--- src/rtl/mig7_tester.sv ---
// Write-then-readback tester for the MIG7 user interface: writes a deterministic pattern over an
// address window, reads it back, counts mismatching words and flags read-data timeouts.
module mig7_tester #(
  parameter int unsigned           ADDR_WIDTH = 28,
  parameter int unsigned           DATA_WIDTH = 128,
  parameter logic [ADDR_WIDTH-1:0] ADDR_BASE  = '0,
  parameter int unsigned           ADDR_STEP  = 8,
  parameter int unsigned           WORDS      = 1024,
  parameter int unsigned           TIMEOUT    = 4096,
  parameter int unsigned           ERR_WIDTH  = 16
) (
  input  logic                    clk_i,
  input  logic                    rst_ni,
  input  logic                    start_i,
  input  logic                    loop_i,
  input  logic                    invert_i,
  input  logic                    init_calib_complete_i,
  output logic                    busy_o,
  output logic                    done_o,
  output logic                    err_o,
  output logic                    timeout_o,
  output logic [ERR_WIDTH-1:0]    err_cnt_o,
  output logic [ADDR_WIDTH-1:0]   app_addr_o,
  output logic [2:0]              app_cmd_o,
  output logic                    app_en_o,
  input  logic                    app_rdy_i,
  output logic [DATA_WIDTH-1:0]   app_wdf_data_o,
  output logic [DATA_WIDTH/8-1:0] app_wdf_mask_o,
  output logic                    app_wdf_wren_o,
  output logic                    app_wdf_end_o,
  input  logic                    app_wdf_rdy_i,
  input  logic [DATA_WIDTH-1:0]   app_rd_data_i,
  input  logic                    app_rd_data_valid_i,
  input  logic                    app_rd_data_end_i,
  output logic                    app_sr_req_o,
  output logic                    app_ref_req_o,
  output logic                    app_zq_req_o,
  input  logic                    app_sr_active_i,
  input  logic                    app_ref_ack_i,
  input  logic                    app_zq_ack_i
);

  localparam int unsigned CntW  = $clog2(WORDS + 1);
  localparam int unsigned TmrW  = $clog2(TIMEOUT + 1);
  localparam int unsigned Lanes = DATA_WIDTH / 32;
  localparam logic [CntW-1:0] Words = CntW'(WORDS);
  localparam logic [CntW:0]   Lead  = (CntW + 1)'(2);

  typedef enum logic [2:0] {StIdle, StWaitCal, StWrite, StRead, StDrain, StFinish} state_e;

  state_e              state_q, state_d;
  logic [CntW-1:0]     wc_q, wc_d, wd_q, wd_d, rc_q, rc_d, rx_q, rx_d;
  logic [TmrW-1:0]     wdog_q, wdog_d;
  logic                inv_q, inv_d, err_q, err_d, timeout_q, timeout_d;
  logic [ERR_WIDTH-1:0] err_cnt_q, err_cnt_d;
  logic                new_pass, cmd_en, cmd_rd, wr_en, done;

  function automatic logic [DATA_WIDTH-1:0] pattern(input logic [CntW-1:0] idx, input logic inv);
    logic [DATA_WIDTH-1:0] p;
    p = '0;
    for (int k = 0; k < Lanes; k++) p[32*k +: 32] = (32'(idx) + 32'(k)) ^ {32{inv}};
    return p;
  endfunction

  function automatic logic [ADDR_WIDTH-1:0] word_addr(input logic [CntW-1:0] idx);
    return ADDR_BASE + ADDR_WIDTH'(idx) * ADDR_WIDTH'(ADDR_STEP);
  endfunction

  always_comb begin
    state_d   = state_q;
    wc_d      = wc_q;
    wd_d      = wd_q;
    rc_d      = rc_q;
    rx_d      = rx_q;
    wdog_d    = wdog_q;
    inv_d     = inv_q;
    err_d     = err_q;
    timeout_d = timeout_q;
    err_cnt_d = err_cnt_q;
    new_pass  = 1'b0;
    cmd_en    = 1'b0;
    cmd_rd    = 1'b0;
    wr_en     = 1'b0;
    done      = 1'b0;

    unique case (state_q)
      StIdle: begin
        if (start_i) begin
          new_pass  = 1'b1;
          err_d     = 1'b0;
          timeout_d = 1'b0;
          err_cnt_d = '0;
          state_d   = StWaitCal;
        end
      end
      StWaitCal: begin
        if (init_calib_complete_i) state_d = StWrite;
      end
      StWrite: begin
        // Command may run at most two words ahead of the data path.
        cmd_en = (wc_q != Words) && ({1'b0, wc_q} < {1'b0, wd_q} + Lead);
        wr_en  = (wd_q != Words);
        if (cmd_en && app_rdy_i)    wc_d = wc_q + CntW'(1);
        if (wr_en && app_wdf_rdy_i) wd_d = wd_q + CntW'(1);
        if (wc_q == Words && wd_q == Words) state_d = StRead;
      end
      StRead: begin
        cmd_en = (rc_q != Words);
        cmd_rd = 1'b1;
        if (cmd_en && app_rdy_i) rc_d = rc_q + CntW'(1);
        if (rc_q == Words) state_d = StDrain;
      end
      StDrain: begin
        if (rx_q == Words) state_d = StFinish;
      end
      StFinish: begin
        done = 1'b1;
        if (loop_i) begin
          new_pass = 1'b1;
          state_d  = StWaitCal;
        end else begin
          state_d = StIdle;
        end
      end
      default: state_d = StIdle;
    endcase

    if (state_q == StRead || state_q == StDrain) begin
      if (app_rd_data_valid_i && rx_q != Words) begin
        rx_d = rx_q + CntW'(1);
        if (app_rd_data_i != pattern(rx_q, inv_q)) begin
          err_d = 1'b1;
          if (err_cnt_q != '1) err_cnt_d = err_cnt_q + ERR_WIDTH'(1);
        end
      end
      // Watchdog only runs while reads are outstanding.
      if (app_rd_data_valid_i || rx_q >= rc_q) begin
        wdog_d = '0;
      end else begin
        wdog_d = wdog_q + TmrW'(1);
        if (wdog_d == TmrW'(TIMEOUT)) begin
          timeout_d = 1'b1;
          err_d     = 1'b1;
          state_d   = StFinish;
        end
      end
    end

    if (new_pass) begin
      wc_d   = '0;
      wd_d   = '0;
      rc_d   = '0;
      rx_d   = '0;
      wdog_d = '0;
      inv_d  = invert_i;
    end
  end

  always_ff @(posedge clk_i or negedge rst_ni) begin
    if (!rst_ni) begin
      state_q   <= StIdle;
      wc_q      <= '0;
      wd_q      <= '0;
      rc_q      <= '0;
      rx_q      <= '0;
      wdog_q    <= '0;
      inv_q     <= 1'b0;
      err_q     <= 1'b0;
      timeout_q <= 1'b0;
      err_cnt_q <= '0;
    end else begin
      state_q   <= state_d;
      wc_q      <= wc_d;
      wd_q      <= wd_d;
      rc_q      <= rc_d;
      rx_q      <= rx_d;
      wdog_q    <= wdog_d;
      inv_q     <= inv_d;
      err_q     <= err_d;
      timeout_q <= timeout_d;
      err_cnt_q <= err_cnt_d;
    end
  end

  assign busy_o         = (state_q != StIdle);
  assign done_o         = done;
  assign err_o          = err_q;
  assign timeout_o      = timeout_q;
  assign err_cnt_o      = err_cnt_q;
  assign app_en_o       = cmd_en;
  assign app_cmd_o      = {2'b00, cmd_rd & cmd_en};
  assign app_addr_o     = cmd_en ? word_addr(cmd_rd ? rc_q : wc_q) : '0;
  assign app_wdf_wren_o = wr_en;
  assign app_wdf_end_o  = wr_en;
  assign app_wdf_data_o = wr_en ? pattern(wd_q, inv_q) : '0;
  assign app_wdf_mask_o = '0;
  assign app_sr_req_o   = 1'b0;
  assign app_ref_req_o  = 1'b0;
  assign app_zq_req_o   = 1'b0;

  logic unused_inputs;
  assign unused_inputs = ^{app_rd_data_end_i, app_sr_active_i, app_ref_ack_i, app_zq_ack_i};

endmodule

--- config.mk ---
export PLATFORM = sky130hd
export DESIGN_NAME = mig7_tester
export DESIGN_NICKNAME = d
export VERILOG_FILES = /design/src/rtl/mig7_tester.sv
export SDC_FILE = /design/constraint.sdc
export NUM_CORES = 1
export LEC_CHECK = 0
export ABC_AREA = 0
export CAP_MARGIN = 20
export CORE_MARGIN = 1
export CORE_UTILIZATION = 45
export DETAILED_ROUTE_END_ITERATION = 6
export PLACE_DENSITY_LB_ADDON = 0.2
export SYNTH_ARGS = -nofsm -noshare
export SYNTH_HDL_FRONTEND = slang
export SYNTH_SLANG_ARGS = --single-unit
--- constraint.sdc ---
create_clock -name clk_i -period 6 [get_ports clk_i]
set_clock_uncertainty 0.15 [all_clocks]
set_input_delay 0.9 -clock clk_i [delete_from_list [all_inputs] [get_ports clk_i]]
set_output_delay 0.9 -clock clk_i [all_outputs]
set_load 0.005 [all_outputs]
## Word level (Yosys, flattened, before mapping)

Cells that the tools add are included.
W data, S select, Z words.

- $add $sub $neg: 13
- Equality and inequality tests: 16
- Mux-type cells: 53
- Div/mod/pow operators: 0
- Shift operators: 0
- Bitwise logic cells: 9
- Reduce and logical (&&, ||, !) cells: 21
- $mul: 0
- $lt $le $gt $ge: 2

Operator list:

| kind | count |
|---|---|
| $xor A12 B32 Y32 | 6 |
| $mux W11 | 13 |
| $mux W128 | 1 |
| $ne A128 B128 Y1 | 1 |
| $mux W16 | 6 |
| $xor A11 B32 Y32 | 2 |
| $add A11 B2 Y12 const B | 5 |
| $add A11 B1 Y11 const B | 4 |
| $eq A11 B11 Y1 const B | 4 |
| $ne A11 B11 Y1 const B | 4 |
| $mux W13 | 3 |
| $add A11 B1 Y12 const B | 2 |
| $mux W3 | 8 |
| $mux W1 | 18 |
| $pmux W3 S6 | 1 |
| $add A16 B1 Y16 const B | 1 |
| $ne A16 B16 Y1 const B | 1 |
| $mux W14 | 1 |
| $reduce_bool A2 Y1 | 7 |
| $add A13 B1 Y13 const B | 1 |
| $eq A13 B13 Y1 const B | 1 |
| $lt A11 B12 Y1 | 1 |
| $ge A11 B11 Y1 | 1 |
| $reduce_and A2 Y1 | 4 |
| 9 further kinds | 18 |

- Input port bits: 141
- Bits in latches: 0
- Bits in writable memories: 0
- Logic and storage cells: 124
- Bits in registers: 79
- Memories: 0
- ROM bits: 0

## Logic depth before layout (Yosys ltp)

Gate-level depths: netlist of run 1.

- Word-level depth: 8
- Gate-level depth with buffers: 15

## Worst setup path after synthesis of run 1

No wires, ideal clock.

- Path type: reg-to-output
- From: register wd_q[0]
- To: output app_wdf_data_o[108]
- Cell stages (with the launch flop): 10
- Data required time: 4.950 ns
- Arrival time: 4.576 ns
- Path slack: 0.374 ns
- Buffers on the path: 4
- Path through: dfrtp_1 > clkbuf_1 > inv_1 > ha_1 > nand4b_1 > nand2_1 > buf_1 > buf_1 > nor2_1 > buf_4

- Cells in the longest elaborated chain, start to end: 3

RTL lines:

| what | RTL line | text |
|---|---|---|
| start: declaration | 52 | `logic [CntW-1:0] wc_q, wc_d, wd_q, wd_d, rc_q, rc_d, rx_q, rx_d;` |
| start signal: assignment | 174 | `wd_q <= wd_d;` |
| $ne A11 B11 Y1 | 102 | `wr_en = (wd_q != Words);` |
| $mux W1 | 86 | `unique case (state_q)` |
| $mux W128 | 195 | `assign app_wdf_data_o = wr_en ? pattern(wd_q, inv_q) : '0;` |
| end: declaration | 27 | `output logic [DATA_WIDTH-1:0] app_wdf_data_o,` |

No other way between the ends.

## Final worst setup path of run 1

- From: register wd_q[1]
- To: output app_addr_o[5]

- Cells in the longest elaborated chain, start to end: 5

RTL lines:

| what | RTL line | text |
|---|---|---|
| $add A11 B2 Y12 | 101 | `cmd_en = (wc_q != Words) && ({1'b0, wc_q} < {1'b0, wd_q} + Lead);` |
| $lt A11 B12 Y1 | 101 |  |
| $logic_and A1 B1 Y1 | 101 |  |
| $pmux W1 S2 | 86 |  |
| $mux W14 | 192 | `assign app_addr_o = cmd_en ? word_addr(cmd_rd ? rc_q : wc_q) : '0;` |
| end: declaration | 23 | `output logic [ADDR_WIDTH-1:0] app_addr_o,` |

No other way between the ends.

==> reports/summary.txt, run 1 <==
internal power = 2510 uW
Final Cell Area = 0.0114 mm2
fin crit period = 5.50 ns
Seq cells post-synth = 79
Synth Area in Simple Gates = 0.286
Util after Layout = 0.604
slowest cell delay on critical path = 0.55 ns
total CTS buffers = 9
largest family of logic cells by synthesized area = simple AND/OR/NAND/NOR gates
GR Overflow Total = 0
switch share = 0.414
total track usage = 0.256
asr flop ratio synth = 1.00
Starting Density = 0.465
Die Footprint = 0.0201 mm2
Clk pin slew, worst setup/hold paths = 0.06 ns
Worst Setup SP = wd_q[1]$_DFFE_PN0P_
slowest CP cell = clkdlybuf4s50_1
Final Non-Filler Cells = 1617
CP Capture Type = output port
CTS Hold Bufs = 0
Vias/cell = 5.54
Synth Area in Adders = 0.0497
DP Wirelength = 20200 um
status = complete, no violations
1st-iter DRT viols = 698
CP Buf/Inv Count = 1
post_cts resized = 0
Sw Pwr = 1770 uW
core footprint = 0.0190 mm2
Port Buffers = 299
xor and xnor area share after synthesis = 0.132
I/O Pins = 342
P&R area growth vs syn = 29.9%
Post-Route WL = 26100 um
clock sinks = 79
RR Startpoint = rx_q[0]$_DFFE_PN0P_
Reg2Reg Capture Point = err_cnt_o[10]$_DFF_PN0_
post-synthesis sequential area ratio = 0.224
Post-CTS Setup Bufs = 0
Cell Area, Placed = 0.0112 mm2
Cells after Synth = 1180
Ys Warns = 0
area taken by multi-input logic gates = 0.00568 mm2
largest net degree at the start of global routing = 83
Pre-antenna DRT Iters = 5
Final ANT Viol Nets = 0
worst vdd ir = 210 uV
Synth cell types = 68
commonest non-fill, non-tap cell in the layout = clkdlybuf4s50_1
CTS Buffer Depth = 2
placed insts = 1601
DRC = 0
Comb pwr share = 0.665
slew margin rel. = 0.277
Most common cell on crit path = ha_1
CTS H-tree depth = 3
die height = 142 um
sequential share of power = 0.211
DR WL/cell = 16.1 um
Tcrit/Tclk final = 0.916
row count = 50
CP max FO = 12
Die Wd = 142 um
clock power share = 0.124
Mapped Area = 0.00881 mm2
EDFF count, synth = 0
Crit path required time = 4.95 ns
first-pass GRT wire length = 41300 um
max frequency = 182 MHz
GPL Wtd Cong = 0.902
Register-to-Register Setup Slack = 1.40 ns
layout cells sized above 1 = 0.0251
Inserted Diodes = 0
pre-CTS setup slack = 0.937 ns
vias in the first global route = 8004
initial antenna violation count = 0
power density over cell area = 374 mW/mm2
routed vias = 8966
unrepaired setup endpoints after global routing = no
LEAKAGE = 0.00461 uW
Fin Setup TNS = 0 ns
multiplexer area fraction after synthesis = 0.0108
crit start category = register
CTS tree = done
max-capacitance violation count = 0
worst setup margin = 0.502 ns
post-synthesis compound-gate area fraction = 0.149
critical path, cell by cell = ha_1 > and3_1 > nand3_1 > xor2_1 > ha_1 > a2111oi_0 > o21a_1 > nor2_1 > o22ai_1 > a31oi_1 > a21oi_1 > clkdlybuf4s50_1
register area = 0.00198 mm2
crit-path leading delay family = compound AO/OA/AOI/OAI gates
final setup vio count = 0
CP arrival = 4.45 ns
count of final hold-check violations = 0
Worst-Skew Late Latency = 0.35 ns
Max Slew Vio Count = 0
mean post-synth cell area = 7.47 um2
slew at the pin closest to its max-slew limit = 1.08 ns
Crit Path Category = register to output port
Hold Path Class = primary input to asynchronous set/reset pin
Nets = 1528
CTS Root Cell = clkbuf_16
number of fill cells = 1760
most frequent cells in the layout = clkdlybuf4s50_1 (298), nor2_1 (130), nand2_1 (111)
worst reg2reg path depth = 12
main flop type after synthesis = dfrtp_1
[flip-flops by register name, indices dropped and copies added, names as in the netlist]
register / flops
err_cnt_o: 16
err_o: 1
inv_q: 1
rc_q: 11
rx_q: 11
state_q: 3
timeout_o: 1
wc_q: 11
wd_q: 11
wdog_q: 13
[layer usage]
layer | vias up | share of wire | track usage
li1 | 4329 | - | -
met2 | 336 | 0.48 | 0.412
met4 | 0 | 0.0090 | 0.0487
met1 | 4279 | 0.45 | 0.361
met3 | 22 | 0.063 | 0.0424
met5 | - | 0 | 0
[per-stage QoR]
step / hold WS (ns) / total power, uW
after detailed placement: 0.314 / 3760
after global placement: 0.312 / 3720
after CTS: 0.286 / 4310
final: 0.280 / 4280
after floorplan: 0.321 / 2690
after global routing: 0.296 / 4620
[power groups by stage]
stage / combinational, uW / sequential, uW / clock, uW
after floorplan: 1980 / 705 / 0
after global placement: 2810 / 903 / 0
after detailed placement: 2850 / 906 / 0
after CTS: 2870 / 897 / 544
after global routing: 3120 / 930 / 567
final: 2850 / 902 / 533
[logic make-up (layout without fill, tap and decap cells)]
logic type      count (synthesis)  count (layout)
simple gates                  509             509
buf+inv                       217             357
compound gates                198             198
xor+xnor                      133             133
flops                          79              79
fa+ha+maj                      35              35
mux                             8               8
other cells                     1              38
[cell usage after synthesis, types with 8 or more instances]
master      n  area, um2
a21o_1     18        135
a21oi_1    51        255
and2_1     13       81.3
and3_1     23        144
buf_4     125        938
clkbuf_1   44        165
dfrtp_1    79       1980
ha_1       35        438
inv_1      36        135
nand2_1   111        417
nand3_1    60        300
nand4_1    33        206
nor2_1    131        492
nor2b_1    10       62.6
nor3_1     46        230
nor3b_1     9       67.6
nor4_1     19        119
o211ai_1    8       60.1
o21ai_0    39        195
o22ai_1     8       50.1
or3_1      19        119
or4_1       8       60.1
xnor2_1    76        666
xor2_1     57        499
[final cells by class]
class | instances | area share
timing repair buffer | 305 | 0.265
clock buffer | 12 | 0.0224
clock inverter | 4 | 0.00262
inverter | 36 | 0.0118
sequential | 79 | 0.173
multi-input combinational | 921 | 0.497
tap | 260 | 0.0284
[worst register-to-register path: cells and delay by family, from the launching register on]
family	cells	cell delay [ns]
and+or+nand+nor	2	0.87
buffers and inverters	2	0.47
AOI/OAI and AO/OA	7	2.00
adders and majority gates	1	0.42
DFF	1	0.64
[how the worst max path moves through the flow]
stage               cells past startpoint                   to
detailed placement                     13        app_addr_o[3]
finish                                 12        app_addr_o[5]
global placement                       12        app_addr_o[3]
CTS                                    12        app_addr_o[3]
floorplan                               9  app_wdf_data_o[108]
global route                           13        app_addr_o[5]
No activity file was read; power rests on OpenSTA's default activity.
==> run 2: changes to the inputs <==
--- a/config.mk
+++ b/config.mk
@@ -5,10 +5,10 @@
 export SDC_FILE = /design/constraint.sdc
 export NUM_CORES = 1
 export LEC_CHECK = 0
-export ABC_AREA = 0
+export ABC_AREA = 1
 export CAP_MARGIN = 20
 export CORE_MARGIN = 1
-export CORE_UTILIZATION = 45
+export CORE_UTILIZATION = 48
 export DETAILED_ROUTE_END_ITERATION = 6
 export PLACE_DENSITY_LB_ADDON = 0.2
 export SYNTH_ARGS = -nofsm -noshare
==> run 2 against run 1 <==
  * Sequential share of layout area down 1.8 points
  * First-iteration DRC count up 35%
  * Synthesized area up 14%
  * Sequential power down 25%
  * Register-to-register slack better by 0.60 ns
  * Largest cell class unchanged
  * Highest routed layer unchanged
==> reports/summary.txt, run 2 <==
status = complete, no violations
Hold Path Class = primary input to asynchronous set/reset pin
commonest non-fill, non-tap cell in the layout = nand2_1
DR WL/cell = 14.1 um
Fin Setup TNS = 0 ns
RR Startpoint = wd_q[2]$_DFFE_PN0P_
EDFF count, synth = 0
Setup crit end = app_addr_o[6]
Post-CTS Setup Bufs = 0
Mapped Area = 0.0100 mm2
1st-iter DRT viols = 940
crit-path leading delay family = simple AND/OR/NAND/NOR gates
Worst Setup SP = wd_q[2]$_DFFE_PN0P_
switch share = 0.456
Cell Area, Placed = 0.0125 mm2
clock power share = 0.137
CTS Hold Bufs = 0
Most common cell on crit path = nand2_1
Tcrit/Tclk final = 0.866
Post-Route WL = 30900 um
Reg2Reg Capture Point = wc_q[6]$_DFFE_PN0P_
Inserted Diodes = 0
unrepaired setup endpoints after global routing = no
internal power = 2200 uW
Vias/cell = 5.15
fin crit period = 5.19 ns
CTS Buffer Depth = 2
post_cts resized = 0
Register-to-Register Setup Slack = 2.00 ns
Synth area leader = dfrtp_1
critical path, cell by cell = nand2_1 > nor2_1 > inv_1 > nor4_1 > inv_1 > nor2_1 > xor2_1 > ha_1 > nand2_1 > o21ai_0 > a21oi_1 > nand2_1 > nor2_1 > nand2_1 > nand2_1 > inv_1 > a211oi_1 > clkdlybuf4s50_1
slowest cell delay on critical path = 0.56 ns
crit start category = register
Final ANT Viol Nets = 0
area taken by multi-input logic gates = 0.00627 mm2
met2 Track Usage GR = 0.460
Die Wd = 147 um
slew at the pin closest to its max-slew limit = 0.935 ns
Worst-Skew Late Latency = 0.34 ns
CTS tree = done
CTS Root Cell = clkbuf_16
Starting Density = 0.493
GR Overflow Total = 0
sequential share of power = 0.168
first-pass GRT wire length = 49100 um
mean post-synth cell area = 5.86 um2
total track usage = 0.283
CP Buf/Inv Count = 4
die height = 147 um
initial antenna violation count = 0
power density over cell area = 315 mW/mm2
most instantiated library cell after synthesis = nand2_1
CP max FO = 11
asr flop ratio synth = 1.00
Synth cell types = 43
slowest CP cell = clkdlybuf4s50_1
P&R area growth vs syn = 27.4%
final setup vio count = 0
max reg flops = 16
Yosys top cell area share = 0.197
worst vdd ir = 230 uV
top cells by count, synth = nand2_1 (516), inv_1 (225), nor2_1 (206)
number of fill cells = 1984
LEAKAGE = 0.00615 uW
max-capacitance violation count = 0
CP Capture Type = output port
Cells after Synth = 1714
Util after Layout = 0.628
most frequent cells in the layout = nand2_1 (516), clkdlybuf4s50_1 (298), inv_1 (225)
Clk pin slew, worst setup/hold paths = 0.06 ns
met3 Usage GRT = 0.0400
total CTS buffers = 9
Final Cell Area = 0.0128 mm2
count of final hold-check violations = 0
DRC = 0
Port Buffers = 299
CTS H-tree depth = 3
slew margin rel. = 0.375
Seq cells post-synth = 79
GRT met1 Usage = 0.392
register area = 0.00198 mm2
clock sinks = 79
Ys Warns = 0
I/O Pins = 342
Nets = 2090
row count = 52
Comb pwr share = 0.695
pre-CTS setup slack = 1.24 ns
Max Slew Vio Count = 0
Crit Path Category = register to output port
largest net degree at the start of global routing = 80
critical path depth = 18
Crit path required time = 4.95 ns
DP Wirelength = 24800 um
gr busiest metal = met2
GPL Wtd Cong = 0.963
main flop type after synthesis = dfrtp_1
layout cells sized above 1 = 0.0261
Die Footprint = 0.0215 mm2
core footprint = 0.0204 mm2
synth top area cells = dfrtp_1 (20%), nand2_1 (19%), buf_4 (9.3%)
Sw Pwr = 1840 uW
routed vias = 11.3k
Pre-antenna DRT Iters = 5
CP arrival = 4.14 ns
vias in the first global route = 9846
max frequency = 192 MHz
post-synthesis sequential area ratio = 0.197
worst setup margin = 0.805 ns
worst reg2reg path depth = 17
## run 2: changes by cell type in the layout (fill, tap and decap cells not counted), sizes merged, moves of 38 or more
cell	change
inv	+189
xnor2	-60
nand3	+70
o21ai	+38
nor2	+84
nand2	+409
## run 2: area by class of cell
type                       count  area share
clock buffer                  12      0.0200
clock inverter                 3     0.00332
inverter                     226      0.0665
multi-input combinational   1292       0.490
sequential                    79       0.155
tap                          270      0.0264
timing repair buffer         306       0.239
## run 2: worst reg2reg max path: cells and delay by family, from the launching register on
kind,cells,cell delay (ns)
AO/OA/AOI/OAI,2,0.20
AND/OR/NAND/NOR,10,1.90
flip-flops,1,0.51
adder cells (fa/ha/maj),1,0.27
buffers and inverters,3,0.59
XOR/XNOR,1,0.25
## run 2: per-stage QoR
stage / hold WS, ns / total power, uW / cells
final: 0.279 / 4040 / 2188
after global routing: 0.294 / 4390 / 2188
after CTS: 0.339 / 4040 / 2187
after detailed placement: 0.324 / 3470 / 2172
after global placement: 0.318 / 3430 / 2172
after floorplan: 0.324 / 2560 / 1751
## run 2: routing by layer
metal | vias to the layer above | wire length, um
met5 | - | 0
met4 | 0 | 534
met3 | 41 | 2480
met2 | 485 | 14100
met1 | 5031 | 13700
li1 | 5702 | -
## run 2: power by group through the flow
stage	clock network [uW]	registers [uW]	logic (uW)
after CTS	562	676	2800
after global routing	582	689	3120
after floorplan	0	660	1900
after detailed placement	0	685	2780
final	553	677	2810
after global placement	0	682	2750
## run 2: logic make-up after synthesis
group,Yosys count,share of synthesized area
AOI/OAI and AO/OA,183,0.102
xor gates and xnor gates,61,0.0532
adders and majority gates,35,0.0436
buffers and inverters,380,0.194
DFF,79,0.197
other,1,0.000373
and+or+nand+nor,975,0.411
## run 2: worst min-delay path by stage
stage                                    from                      to  slack (ns)  cells past startpoint
after global placement    timeout_o$_DFF_PN0_     timeout_o$_DFF_PN0_        0.32                      2
final                                  rst_ni  err_cnt_o[5]$_DFF_PN0_        0.28                      1
after floorplan           timeout_o$_DFF_PN0_     timeout_o$_DFF_PN0_        0.32                      2
after detailed placement  timeout_o$_DFF_PN0_     timeout_o$_DFF_PN0_        0.32                      2
after global routing                   rst_ni   wdog_q[6]$_DFFE_PN0P_        0.29                      1
after CTS                 timeout_o$_DFF_PN0_     timeout_o$_DFF_PN0_        0.34                      2
